## src/rtl/ceespu_pc_ras.sv

```systemverilog
`default_nettype none
// ============================================================================
// Module   : ceespu_pc_ras
// Purpose  : Program counter for the ceespu fetch stage. It supports a
//            configurable width, reset vector and sequential step, and it
//            redirects call/return through a circular hardware
//            return-address stack (RAS).
//            Optional feature macro: CEESPU_PC_IRQ_EN. When this macro is
//            defined, the block adds interrupt entry/exit with a saved
//            exception PC.
// Ports    : I_clk            rising-edge clock
//            I_rst_n          asynchronous active-low reset
//            I_stall          hold the PC when no redirect is present
//            I_branch         jump to I_branchAddress
//            I_call           push O_PC+STEP, then jump to I_branchAddress
//            I_ret            pop the RAS into the PC
//            I_branchAddress  branch/call target
//            I_irq            level interrupt request (IRQ build only)
//            I_reti           return from interrupt (IRQ build only)
//            O_PC             current fetch address
//            O_ras_count      number of valid RAS entries
//            O_ras_overflow   sticky: a push happened while the RAS was full
//            O_ras_underflow  sticky: a pop happened while the RAS was empty
//            O_in_irq         interrupt handler active (0 without IRQ build)
//            O_epc            saved exception PC (0 without IRQ build)
// Revision : 1.0 - initial release
// ============================================================================
module ceespu_pc_ras #(
  parameter int                ADDR_W       = 14,
  parameter int                STEP         = 1,
  parameter logic [ADDR_W-1:0] RESET_VECTOR = '0,
  parameter int                RAS_DEPTH    = 4,
  parameter logic [ADDR_W-1:0] IRQ_VECTOR   = ADDR_W'(4)
) (
  input  logic                           I_clk,
  input  logic                           I_rst_n,
  input  logic                           I_stall,
  input  logic                           I_branch,
  input  logic                           I_call,
  input  logic                           I_ret,
  input  logic [ADDR_W-1:0]              I_branchAddress,
  input  logic                           I_irq,
  input  logic                           I_reti,
  output logic [ADDR_W-1:0]              O_PC,
  output logic [$clog2(RAS_DEPTH+1)-1:0] O_ras_count,
  output logic                           O_ras_overflow,
  output logic                           O_ras_underflow,
  output logic                           O_in_irq,
  output logic [ADDR_W-1:0]              O_epc
);

  localparam int CNT_W = $clog2(RAS_DEPTH + 1);
  localparam int PTR_W = $clog2(RAS_DEPTH);

  localparam logic [ADDR_W-1:0] c_step     = ADDR_W'(STEP);
  localparam logic [CNT_W-1:0]  c_full     = CNT_W'(RAS_DEPTH);
  localparam logic [PTR_W-1:0]  c_last_ptr = PTR_W'(RAS_DEPTH - 1);

  // --------------------------------------------------------------------------
  // State
  // --------------------------------------------------------------------------
  logic [ADDR_W-1:0] r_pc;
  logic [ADDR_W-1:0] r_ras [RAS_DEPTH];
  logic [PTR_W-1:0]  r_top;    // index of the most recently pushed entry
  logic [CNT_W-1:0]  r_count;
  logic              r_overflow;
  logic              r_underflow;

  // --------------------------------------------------------------------------
  // Interrupt qualification. In the non-IRQ build these are constant zero,
  // so the priority chain below is identical in both builds.
  // --------------------------------------------------------------------------
  logic              w_irq_take;
  logic              w_reti_req;
  logic              w_in_irq;
  logic [ADDR_W-1:0] w_epc;

`ifdef CEESPU_PC_IRQ_EN
  logic              r_in_irq;
  logic [ADDR_W-1:0] r_epc;

  // An interrupt is taken only on a quiet, unstalled cycle. A blocked
  // request stays pending because I_irq is a level signal.
  assign w_irq_take = I_irq && !r_in_irq && !I_stall &&
                      !(I_branch || I_call || I_ret || I_reti);
  assign w_reti_req = I_reti;
  assign w_in_irq   = r_in_irq;
  assign w_epc      = r_epc;

  always_ff @(posedge I_clk or negedge I_rst_n) begin
    if (!I_rst_n) begin
      r_in_irq <= 1'b0;
      r_epc    <= '0;
    end else if (w_irq_take) begin
      r_in_irq <= 1'b1;
      r_epc    <= r_pc;
    end else if (I_reti && r_in_irq) begin
      r_in_irq <= 1'b0;
    end
  end
`else
  // The interrupt inputs and the vector have no function in this build.
  logic w_unused_irq;
  assign w_unused_irq = ^{I_irq, I_reti, IRQ_VECTOR};

  assign w_irq_take = 1'b0;
  assign w_reti_req = 1'b0;
  assign w_in_irq   = 1'b0;
  assign w_epc      = '0;
`endif

  // --------------------------------------------------------------------------
  // Next-PC selection and RAS control
  // --------------------------------------------------------------------------
  logic [ADDR_W-1:0] w_pc_seq;
  logic [ADDR_W-1:0] w_pc_next;
  logic              w_push;
  logic              w_pop;
  logic              w_underflow_set;
  logic              w_ras_empty;
  logic              w_ras_full;
  logic [PTR_W-1:0]  w_top_inc;
  logic [PTR_W-1:0]  w_top_dec;

  assign w_pc_seq    = r_pc + c_step;   // truncation gives a silent wrap
  assign w_ras_empty = (r_count == '0);
  assign w_ras_full  = (r_count == c_full);

  // Explicit modulo arithmetic allows RAS_DEPTH values that are not powers of two.
  assign w_top_inc = (r_top == c_last_ptr) ? '0 : r_top + PTR_W'(1);
  assign w_top_dec = (r_top == '0) ? c_last_ptr : r_top - PTR_W'(1);

  always_comb begin
    w_pc_next       = r_pc;
    w_push          = 1'b0;
    w_pop           = 1'b0;
    w_underflow_set = 1'b0;

    if (w_irq_take) begin
      w_pc_next = IRQ_VECTOR;
    end else if (w_reti_req) begin
      // A stray reti outside a handler advances the PC, even when stalled.
      w_pc_next = w_in_irq ? w_epc : w_pc_seq;
    end else if (I_branch) begin
      w_pc_next = I_branchAddress;
    end else if (I_call) begin
      w_pc_next = I_branchAddress;
      w_push    = 1'b1;
    end else if (I_ret) begin
      if (!w_ras_empty) begin
        w_pc_next = r_ras[r_top];
        w_pop     = 1'b1;
      end else begin
        w_pc_next       = w_pc_seq;
        w_underflow_set = 1'b1;
      end
    end else if (!I_stall) begin
      w_pc_next = w_pc_seq;
    end
  end

  // --------------------------------------------------------------------------
  // Sequential state
  // --------------------------------------------------------------------------
  always_ff @(posedge I_clk or negedge I_rst_n) begin
    if (!I_rst_n) begin
      r_pc <= RESET_VECTOR;
    end else begin
      r_pc <= w_pc_next;
    end
  end

  // When the stack is full, the slot after the top holds the oldest entry.
  // A push therefore overwrites the oldest entry without special handling.
  always_ff @(posedge I_clk or negedge I_rst_n) begin
    if (!I_rst_n) begin
      r_top       <= '0;
      r_count     <= '0;
      r_overflow  <= 1'b0;
      r_underflow <= 1'b0;
    end else begin
      if (w_push) begin
        r_top <= w_top_inc;
        if (w_ras_full) begin
          r_overflow <= 1'b1;
        end else begin
          r_count <= r_count + CNT_W'(1);
        end
      end else if (w_pop) begin
        r_top   <= w_top_dec;
        r_count <= r_count - CNT_W'(1);
      end
      if (w_underflow_set) begin
        r_underflow <= 1'b1;
      end
    end
  end

  // Stack storage has no reset. Reset clears the count, so stale entries
  // become unreachable.
  always_ff @(posedge I_clk) begin
    if (w_push) begin
      r_ras[w_top_inc] <= w_pc_seq;
    end
  end

  // --------------------------------------------------------------------------
  // Outputs
  // --------------------------------------------------------------------------
  assign O_PC            = r_pc;
  assign O_ras_count     = r_count;
  assign O_ras_overflow  = r_overflow;
  assign O_ras_underflow = r_underflow;
  assign O_in_irq        = w_in_irq;
  assign O_epc           = w_epc;

endmodule
`default_nettype wire

```

## config.mk

```make
export PLATFORM = sky130hd
export DESIGN_NAME = ceespu_pc_ras
export DESIGN_NICKNAME = d
export VERILOG_FILES = /design/src/rtl/ceespu_pc_ras.sv
export SDC_FILE = /design/constraint.sdc
export NUM_CORES = 1
export LEC_CHECK = 0
export CELL_PAD_IN_SITES_DETAIL_PLACEMENT = 1
export CELL_PAD_IN_SITES_GLOBAL_PLACEMENT = 2
export CORE_AREA = 5 5 100 102
export CTS_CLUSTER_DIAMETER = 120
export DETAILED_ROUTE_END_ITERATION = 8
export DIE_AREA = 0 0 105 107
export PLACE_DENSITY = 0.85
export SLEW_MARGIN = 20
export SYNTH_ARGS = -nofsm -noshare
export SYNTH_HDL_FRONTEND = slang
export SYNTH_SLANG_ARGS = --single-unit
```

## constraint.sdc

```tcl
create_clock -name I_clk -period 4.9 [get_ports I_clk]
set_clock_uncertainty 0.15 [all_clocks]
set_input_delay 1.225 -clock I_clk [delete_from_list [all_inputs] [get_ports I_clk]]
set_output_delay 1.225 -clock I_clk [all_outputs]
set_load 0.05 [all_outputs]
```

=== Word level (Yosys, flattened, before mapping) ===
Memories as Yosys holds them, arrays and structs flattened.
Index checks and enable logic that the tools add are counted.
Widths: inputs -> output; s select.

* Flip-flop bits (word level): 21
* Bits in writable memories: 56
* Bits of input ports: 22
* Output and inout bits: 34
* Word-level logic and storage cells: 44
* Memories: 1

{| class="wikitable"
|+ Memories
! memory !! words !! bits a word !! rd ports !! clocked after memory_dff !! write ports !! RTL line !! RTL
|-
| r_ras || 4 || 14 || 1 || 0 || 1 || 63 || <nowiki>logic [ADDR_W-1:0] r_ras [RAS_DEPTH];</nowiki>
|}

* Add/subtract/negate cells: 5
* Eq/ne operators: 4
* Muxes and demuxes: 24
* Reduce and logical (&&, ||, !) cells: 5

{| class="wikitable"
|+ Operators with widths
! kind !! number
|-
| $mux 14 || 5
|-
| $add 14x1->14 const B || 1
|-
| $mux 1 || 12
|-
| $mux 3 || 3
|-
| $mux 2 || 4
|-
| $ne 4x1->1 const B || 1
|-
| $reduce_and 2->1 || 2
|-
| $add 3x1->3 const B || 1
|-
| $eq 3x3->1 const B || 1
|-
| $logic_not 3->1 || 1
|-
| $sub 3x1->3 const B || 1
|-
| $add 2x1->2 const B || 1
|-
| $eq 2x2->1 const B || 1
|-
| $logic_not 2->1 || 1
|-
| $ne 2x2->1 const B || 1
|-
| $reduce_bool 2->1 || 1
|-
| $sub 2x1->2 const B || 1
|}

=== Logic depth before layout (Yosys ltp) ===
Gate-level depths: netlist of the first run.

* Depth in word-level cells: 7
* Mapped depth: 7
* Depth with buffers taken out: 6

=== Worst setup path before layout of the first run ===
OpenSTA, ideal clock, no wires.

* Path kind: in2reg
* Start: in I_call
* End: reg r_count[2], in the netlist O_ras_count[2]
* Library setup time: 0.146 ns
* Arrival: 2.431 ns
* Data required time: 4.604 ns
* Slack: 2.173 ns
* Stages: 7
* Path buffers: 1
* Cells stage by stage: nor2b_1 clkbuf_1 inv_1 fa_1 xnor2_1 nand2_1 xnor2_1

* Longest elaborated chain between the ends: 4
* Elaborated cells on any way between the ends: 8
* Those cells by class: eq/ne: 1; mux: 5; reduce/logical: 2

{| class="wikitable"
|+ Ends and longest elaborated chain
! what !! RTL line !! RTL
|-
| start: declaration || 39 || <nowiki>input logic I_call,</nowiki>
|-
| $mux 1 || 146 || <nowiki>end else if (I_call) begin</nowiki>
|-
| $mux 1 || 144 || <nowiki>end else if (I_branch) begin</nowiki>
|-
| $ne 2x2->1 (no line) or $reduce_bool 2->1 (tied branches) || -- ||
|-
| $reduce_and 2->1 (no line) || -- ||
|-
| end signal: assignment || 187 || <nowiki>r_count <= r_count + CNT_W'(1);</nowiki>
|-
| end signal: assignment || 191 || <nowiki>r_count <= r_count - CNT_W'(1);</nowiki>
|-
| end: declaration || 65 || <nowiki>logic [CNT_W-1:0] r_count;</nowiki>
|}

Parallel ways exist; a longest one is shown, timed or not.
A chain may end at the register's enable or synchronous reset.

=== Worst setup path after layout of the first run ===
* Start: in I_call
* End: mem r_ras[3][4], enable pin

* Longest elaborated chain between the ends: 4

{| class="wikitable"
|+ Ends and longest elaborated chain
! what !! RTL line !! RTL
|-
| $mux 1 || 146 ||
|-
| $mux 1 || 144 ||
|-
| $mux 1 || 202 || <nowiki>if (w_push) begin</nowiki>
|-
| $mux 1 (not written as such) || 203 || <nowiki>r_ras[w_top_inc] <= w_pc_seq;</nowiki>
|-
| end: declaration || 63 ||
|}

No other way between the ends.

==> results of run 1 <==
## layout make-up
cell class	count	area share, %
Sequential cell	77	52.7
Multi-Input combinational cell	143	28.7
Timing Repair Buffer	38	8.95
Tap cell	111	3.31
Clock buffer	10	3.04
Clock inverter	6	2.09
Inverter	14	1.25
## flip-flops by register name (all words and copies together) (netlist names)
signal / count
r_ras: 56
O_ras_underflow: 1
O_ras_count: 3
O_PC: 14
r_top: 2
O_ras_overflow: 1
## power by group
group	internal, W	total, W	switching [W]
Clock	0.000288	0.000525	0.000237
Combinational	0.000270	0.000627	0.000356
Sequential	0.000823	0.000973	0.000150
## logic make-up after synthesis
group	count (synthesis)
multiplexers	15
buffers and inverters	40
other	1
XOR/XNOR	16
flip-flops	77
AO/OA/AOI/OAI	38
AND/OR/NAND/NOR	51
adder cells (fa/ha/maj)	8
## metal layers
layer / share of wire, % / up-vias / wire length, um
li1: - / 979 / -
met1: 44 / 1135 / 3720
met2: 48 / 75 / 4020
met3: 6.3 / 7 / 526
met4: 1.2 / 0 / 97
met5: 0 / - / 0
## synth_stat cells, types with 2 or more instances
master,number
nand4_1,2
edfxtp_1,56
nor3_1,6
a21oi_1,3
mux4_1,8
a221oi_1,3
o21ai_1,8
a31o_2,2
and2_1,4
buf_6,3
o21ai_0,5
nor2b_1,2
nand2_1,10
xnor2_1,13
clkbuf_1,4
a222oi_1,10
nor2_1,11
mux4_2,6
buf_4,15
nand3_1,9
ha_1,7
inv_1,14
dfrtp_1,21
xor2_1,3
nor2_2,2
buf_2,2
## per-stage QoR
stage / cells / util [%] / power (W) / hold slack, ns
finish: 399 / 46.5 / 0.00212 / 0.330
global route: 399 / 46.5 / 0.00223 / 0.359
CTS: 399 / 46.5 / 0.00215 / 0.344
detailed placement: 383 / 44.1 / 0.00162 / 0.326
global placement: 383 / 44.1 / 0.00160 / 0.304
floorplan: 260 / - / 0.00144 / 0.471
## final timing paths
check,endpoint,depth (start not counted),slack (ns)
worst max-delay path,r_ras[3][4]$_DFFE_PP_,3,1.56
worst min-delay path,O_ras_underflow$_DFFE_PN0P_,1,0.33
worst max register to register,r_ras[3][4]$_DFFE_PP_,2,2.47
worst min register to register,O_ras_underflow$_DFFE_PN0P_,1,0.33
max in group asynchronous,r_top[0]$_DFFE_PN0P_,1,3.50
min in group asynchronous,O_ras_count[2]$_DFFE_PN0P_,1,0.70
## critical path, cell delays in order
cell	delay, ns
clkdlybuf4s50_1	0.57
nor2b_1	0.55
and2_1	0.82
==> results.cfg, run 1 <==
[synthesis]
synth_top_area_share_pct = 46.6
synth_top_family_by_area = multiplexers
synth_edf_count = 56
synthArstFlopShare_pct = 27.3
synthCells = 246
ys.flop_type = edfxtp_1
synth_area_leaders = edfxtp_1, dfrtp_1, mux4_1, mux4_2, xnor2_1
synth_area_mm2 = 0.00361
synth_seq_cells = 77
synthXorXnorAreaFrac_pct = 3.88
yosysTopAreaCell = edfxtp_1
synth-adder-area-share_pct = 2.98
ys.warnings.count = 0
syn_avg_cell_area_um2 = 14.7
synthSimpleGateAreaFrac_pct = 7.08
ys_seq_area_share_pct = 61.2
muxShareOfSynthArea_pct = 9.89
synth_cell_types = 43
synth_compound_area_share_pct = 7.98

[power_and_ir_drop]
p_leak_nw = 1.51
peakVddDrop_mv = 0.212
p_per_area_mw_per_mm2 = 507

[global_route]
grt_pass1_vias = 2361
overflow = 0
grt_util_met3_pct = 4.15
grt_use_total_pct = 15.4
gr-usage-met1_pct = 20.2
grt_busiest_layer = met2
grt_max_degree = 22
use_met2_pct = 25.0
antenna_found_initial = 0
grt_pass1_wl_mm = 13.0

[timing]
timing.final.crit_share_pct = 68.2
worst_pin_slew_ns = 0.907
slew-limit-headroom_pct = 39.5
max_freq_mhz = 299
rsz0062_at_grt = false
worst_slack_ns = 1.56
setup_violations = 0
hold_violations = 0
setup-tns-final_ns = 0
period_needed_ns = 3.34
final_max_slew_viol_count = 0

[floorplanning]
die_area_mm2 = 0.0112
coreArea_mm2 = 0.00902
fp-row-count = 35
ioPinCount = 56
die_y_um = 107
initial_core_util_pct = 40.0
die_width_um = 105

[cells_and_area]
diodes = 0
final_common_cell = edfxtp_1
multi_input_area_mm2 = 0.00120
area_growth_pct = 16.3
post-route-cell-area_mm2 = 0.00419
fillerInstances = 918
drive_above_1_share_pct = 11.1
seqCellArea_mm2 = 0.00221
final_cell_mix = edfxtp_1, clkdlybuf4s50_1, dfrtp_1
nets = 313

[clocking]
clock_path_buffers = 2
clk_transition_reported_paths_ns = 0.08
htreeDepth = 3
cts_resized = 0
cts_tree = built
root_buffer = clkbuf_8
clock_latency_ns = 0.35
cts_hold_buf = 0
cts_setup_buffers = 0
numCtsBuffers = 9
cts.sinks = 77

[worst_setup_path]
cp-startpoint = I_call
crit_required_ns = 4.72
worstSetupEndpointType = register
critPathLaunchType = input pin
rr_startpoint = r_top[1]$_DFFE_PN0P_
path_max_fanout = 14
critPathArrivalTime_ns = 3.16
crit_type = input pin to register

[placed_design]
placed_cell_area_mm2 = 0.00398
post-place-ws_ns = 1.14
hpwlAfterDp_mm = 5.39
io_buffers = 38
place_congestion = 0.743

[routing]
drt_iter0_drc = 103
routed_wl_mm = 8.37
viasPerCell = 5.50
num_vias = 2196
wire_per_inst_um = 21.0
ant_nets = 0
post-route-drc-count = 0
dr.pass1.iters = 5

[hold_path]
hold_path.class = register to register
hp-start = O_ras_underflow$_DFFE_PN0P_

[status]
outcome = completed

[run]
drv_cap = 0
(Power assumes the default switching activity.)
==> run 2, diff against run 1 <==
- CORE_AREA: 5 5 100 102 -> 5 5 110 112
- DIE_AREA: 0 0 105 107 -> 0 0 115 117
- PLACE_DENSITY: 0.85 -> 0.75
- clock period: 4.9 -> 3 ns (I/O delays scaled with it)
==> results.cfg, run 2 (synthesis gave the netlist of run 1 again) <==
[status]
outcome = completed

[clocking]
cts.sinks = 77
clk_transition_reported_paths_ns = 0.05
cts_resized = 0
htreeDepth = 3
numCtsBuffers = 9
clock_path_buffers = 2
cts_setup_buffers = 0
root_buffer = clkbuf_16
clock_latency_ns = 0.33
cts_tree = built
cts_hold_buf = 0

[power_and_ir_drop]
p_per_area_mw_per_mm2 = 825
peakVddDrop_mv = 0.509
p_leak_nw = 1.60
total_power_w = 0.00362

[cells_and_area]
nets = 325
post-route-cell-area_mm2 = 0.00438
largest_register_ff_count = 56
largest_register = r_ras
final_cell_mix = edfxtp_1, clkdlybuf4s50_1, dfrtp_1
drive_above_1_share_pct = 13.7
area_growth_pct = 21.5
final_common_cell = edfxtp_1
diodes = 0

[global_route]
overflow = 0
grt_pass1_vias = 2321
grt_use_total_pct = 13.3
grt_pass1_wl_mm = 13.2
grt_max_degree = 22
antenna_found_initial = 0

[routing]
dr.pass1.iters = 5
post-route-drc-count = 0
viasPerCell = 4.97
routed_wl_mm = 8.39
drt_iter0_drc = 170
wire_per_inst_um = 18.9
num_vias = 2202
ant_nets = 0

[worst_setup_path]
worst_path_max_delay_cell = clkdlybuf4s50_1
critPathArrivalTime_ns = 1.72
crit_type = register to output pin
crit_required_ns = 2.10
path_buf_inv = 1
slowest_delay_ns = 0.87
path_max_fanout = 7
worstSetupEndpointType = output pin
cp_cell_sequence = clkdlybuf4s50_1
critPathTopFamily = buffers and inverters
critPathLaunchType = register

[placed_design]
place_congestion = 0.718
placed_cell_area_mm2 = 0.00411
hpwlAfterDp_mm = 5.71
io_buffers = 38
post-place-ws_ns = 0.318

[floorplanning]
ioPinCount = 56
coreArea_mm2 = 0.0111
die_area_mm2 = 0.0135
initial_core_util_pct = 32.4
die_width_um = 115
fp-row-count = 39
die_y_um = 117

[timing]
setup_violations = 0
worst_pin_slew_ns = 0.865
worst_slack_ns = 0.379
hold_violations = 0
final_max_slew_viol_count = 0
max_freq_mhz = 382
timing.final.crit_share_pct = 87.4
slew-limit-headroom_pct = 42.3
period_needed_ns = 2.62
setup-tns-final_ns = 0
rsz0062_at_grt = false

[hold_path]
hold_path.class = register to register

[run]
drv_cap = 0
-- run 2: changes by cell type in the layout (fill, tap and decap cells not counted), sizes merged --
| cell | change |
|---|---|
| buf | +11 |
| bufinv | -2 |
| clkbuf | +1 |
| clkdlybuf4s50 | +1 |
| clkinv | +2 |
| inv | -1 |
-- run 2: metrics by stage --
stage               std cells  hold slack [ns]  util, %
global placement          427            0.303     37.0
finish                    443            0.313     39.4
floorplan                 260            0.304        -
CTS                       443            0.319     39.4
global route              443            0.334     39.4
detailed placement        427            0.307     37.0
-- run 2: path summary, 6_finish.rpt --
path / startpoint / end / slack [ns] / cells after the start
max: O_PC[7]$_DFFE_PN0P_ / O_PC[7] / 0.38 / 1
min: O_ras_underflow$_DFFE_PN0P_ / O_ras_underflow$_DFFE_PN0P_ / 0.31 / 1
max reg2reg: r_top[1]$_DFFE_PN0P_ / r_ras[1][5]$_DFFE_PP_ / 0.87 / 4
min reg2reg: O_ras_underflow$_DFFE_PN0P_ / O_ras_underflow$_DFFE_PN0P_ / 0.31 / 1
max in group asynchronous: I_rst_n / O_PC[8]$_DFFE_PN0P_ / 1.83 / 2
min in group asynchronous: I_rst_n / O_PC[2]$_DFFE_PN0P_ / 0.63 / 2
-- run 2: layout make-up --
class	instances	area (um^2)
Fill cell	1160	6740
Sequential cell	77	2210
Clock inverter	5	27.5
Clock buffer	11	243
Inverter	14	52.6
Multi-Input combinational cell	143	1200
Tap cell	143	179
Timing Repair Buffer	50	470
-- run 2: routing by layer --
| metal | part of all wire, % | vias up | track usage [%] |
|---|---|---|---|
| met5 | 0 | - | 0 |
| met4 | 0.91 | 0 | 3.13 |
| met3 | 6.2 | 9 | 4.11 |
| met2 | 50 | 67 | 23.0 |
| met1 | 43 | 1122 | 16.5 |
| li1 | - | 1004 | - |
-- run 2: power breakdown --
| group | internal [W] | total, W | switching (W) |
|---|---|---|---|
| Combinational | 0.000471 | 0.00112 | 0.000653 |
| Clock | 0.000576 | 0.000977 | 0.000400 |
| Sequential | 0.00134 | 0.00152 | 0.000173 |
| Total | 0.00239 | 0.00362 | 0.00123 |
==> run 3, diff against run 2 <==
- CAP_MARGIN: default -> 20
- CELL_PAD_IN_SITES_DETAIL_PLACEMENT: 1 -> 0
- CELL_PAD_IN_SITES_GLOBAL_PLACEMENT: 2 -> 1
- CORE_AREA: 5 5 110 112 -> 5 5 101 103
- DIE_AREA: 0 0 115 117 -> 0 0 106 108
- PLACE_DENSITY: 0.75 -> 0.76
==> results.cfg, run 3 (synthesis gave the netlist of run 1 again) <==
[status]
outcome = completed

[worst_setup_path]
rr_startpoint = r_top[1]$_DFFE_PN0P_
slowest_delay_ns = 0.88
crit_type = register to output pin
worstSetupEndpointType = output pin
worst_path_max_delay_cell = clkdlybuf4s50_1
reg2reg_slack_ns = 0.86
cp_cell_sequence = clkdlybuf4s50_1
path_buf_inv = 1
cp-startpoint = O_PC[2]$_DFFE_PN0P_
path_max_fanout = 10
critPathTopFamily = buffers and inverters
crit_required_ns = 2.10
critPathLaunchType = register
critPathArrivalTime_ns = 1.81

[placed_design]
hpwlAfterDp_mm = 5.33
place_congestion = 0.763
io_buffers = 38
dp.cells = 395

[floorplanning]
coreArea_mm2 = 0.00911
ioPinCount = 56
initial_core_util_pct = 39.6
die_area_mm2 = 0.0114
die_width_um = 106
die_y_um = 108
fp-row-count = 35

[routing]
num_vias = 2190
dr.pass1.iters = 6
drt_iter0_drc = 191
wire_per_inst_um = 19.5
routed_wl_mm = 8.00
viasPerCell = 5.33
post-route-drc-count = 0
ant_nets = 0

[timing]
period_needed_ns = 2.71
rsz0062_at_grt = false
setup-tns-final_ns = 0
max_freq_mhz = 369
final_max_slew_viol_count = 0
slew-limit-headroom_pct = 39.4
timing.final.crit_share_pct = 90.5
worst_pin_slew_ns = 0.910
hold_violations = 0
setup_violations = 0

[power_and_ir_drop]
p_leak_nw = 1.57
power.share.switching_pct = 36.1
clkPwrFrac_pct = 24.0
comb_power_share_pct = 32.2
seqPwrFrac_pct = 43.8
p_int_w = 0.00222
peakVddDrop_mv = 0.389
p_per_area_mw_per_mm2 = 809
p_sw_w = 0.00125

[clocking]
clock_latency_ns = 0.37
clock_path_buffers = 2
cts_tree = built
htreeDepth = 3
cts_hold_buf = 0
numCtsBuffers = 9
root_buffer = clkbuf_8
cts_resized = 0
cts.sinks = 77
cts_setup_buffers = 0
clk_transition_reported_paths_ns = 0.09

[cells_and_area]
nets = 325
largest_register = r_ras
final_cell_count_no_fill = 411
fillerInstances = 827
diodes = 0
final_common_cell = edfxtp_1
largest_register_ff_count = 56
drive_above_1_share_pct = 14.3
final_cell_mix = edfxtp_1, clkdlybuf4s50_1, dfrtp_1
area_growth_pct = 18.8

[global_route]
grt_max_degree = 22
antenna_found_initial = 0
grt_pass1_wl_mm = 12.3
overflow = 0
grt_use_total_pct = 14.7
grt_pass1_vias = 2237

[run]
drv_cap = 0

[hold_path]
hp-start = O_ras_overflow$_DFFE_PN0P_
hold_path.class = register to register
## run 3: changes by cell type in the layout (fill, tap and decap cells not counted)
| cell | before | now |
|---|---|---|
| clkbuf_16 | 9 | 0 |
| clkbuf_8 | 1 | 9 |
| clkinv_2 | 3 | 0 |
| inv_8 | 0 | 3 |
| bufinv_16 | 0 | 1 |
| clkbuf_1 | 1 | 0 |
| clkinv_1 | 1 | 0 |
| clkinv_4 | 1 | 2 |
| inv_6 | 0 | 1 |
## run 3: per-layer routing
layer  track usage [%]  share of wire [%]  wire length [um]
met4              5.27                1.5               119
met5                 0                  0                 0
met2              24.7                 51              4100
met3              3.76                5.5               436
met1              18.4                 42              3340
## run 3: metrics by stage
stage          total power, W  hold slack (ns)  utilization, %  worst slack [ns]  area (um^2)
2_1_floorplan         0.00235            0.304               -             0.748         3660
3_3_place_gp          0.00264            0.303            44.7             0.353         4070
3_5_place_dp          0.00268            0.309            44.7             0.333         4070
4_1_cts               0.00351            0.329            47.1             0.265         4290
5_1_grt               0.00364            0.360            47.1             0.245         4290
6_report              0.00347            0.323            47.1             0.286         4290
## run 3: cell type report
class | instances | area [um^2] | share of cell area (%)
clock buffers | 9 | 124 | 2.89
clock inverters | 7 | 90.1 | 2.10
inverters | 14 | 52.6 | 1.23
multi-input cells | 143 | 1200 | 28.1
well taps | 111 | 139 | 3.24
repair buffers | 50 | 470 | 11.0
flip-flops and latches | 77 | 2210 | 51.5
## run 3: final timing paths
check                                                  end  cells after the start
worst max-delay path                               O_PC[2]                      1
worst min-delay path            O_ras_overflow$_DFFE_PN0P_                      1
worst max register to register         O_PC[9]$_DFFE_PN0P_                      4
worst min register to register  O_ras_overflow$_DFFE_PN0P_                      1
max in group asynchronous              O_PC[2]$_DFFE_PN0P_                      2
min in group asynchronous              O_PC[7]$_DFFE_PN0P_                      2
## run 3: power groups by stage
| stage | Clock (W) | Sequential (W) | Combinational [W] |
|---|---|---|---|
| global placement | 0 | 0.00154 | 0.00111 |
| global route | 0.000897 | 0.00154 | 0.00120 |
| CTS | 0.000854 | 0.00152 | 0.00113 |
| floorplan | 0 | 0.00169 | 0.000667 |
| detailed placement | 0 | 0.00155 | 0.00113 |
| finish | 0.000834 | 0.00152 | 0.00112 |
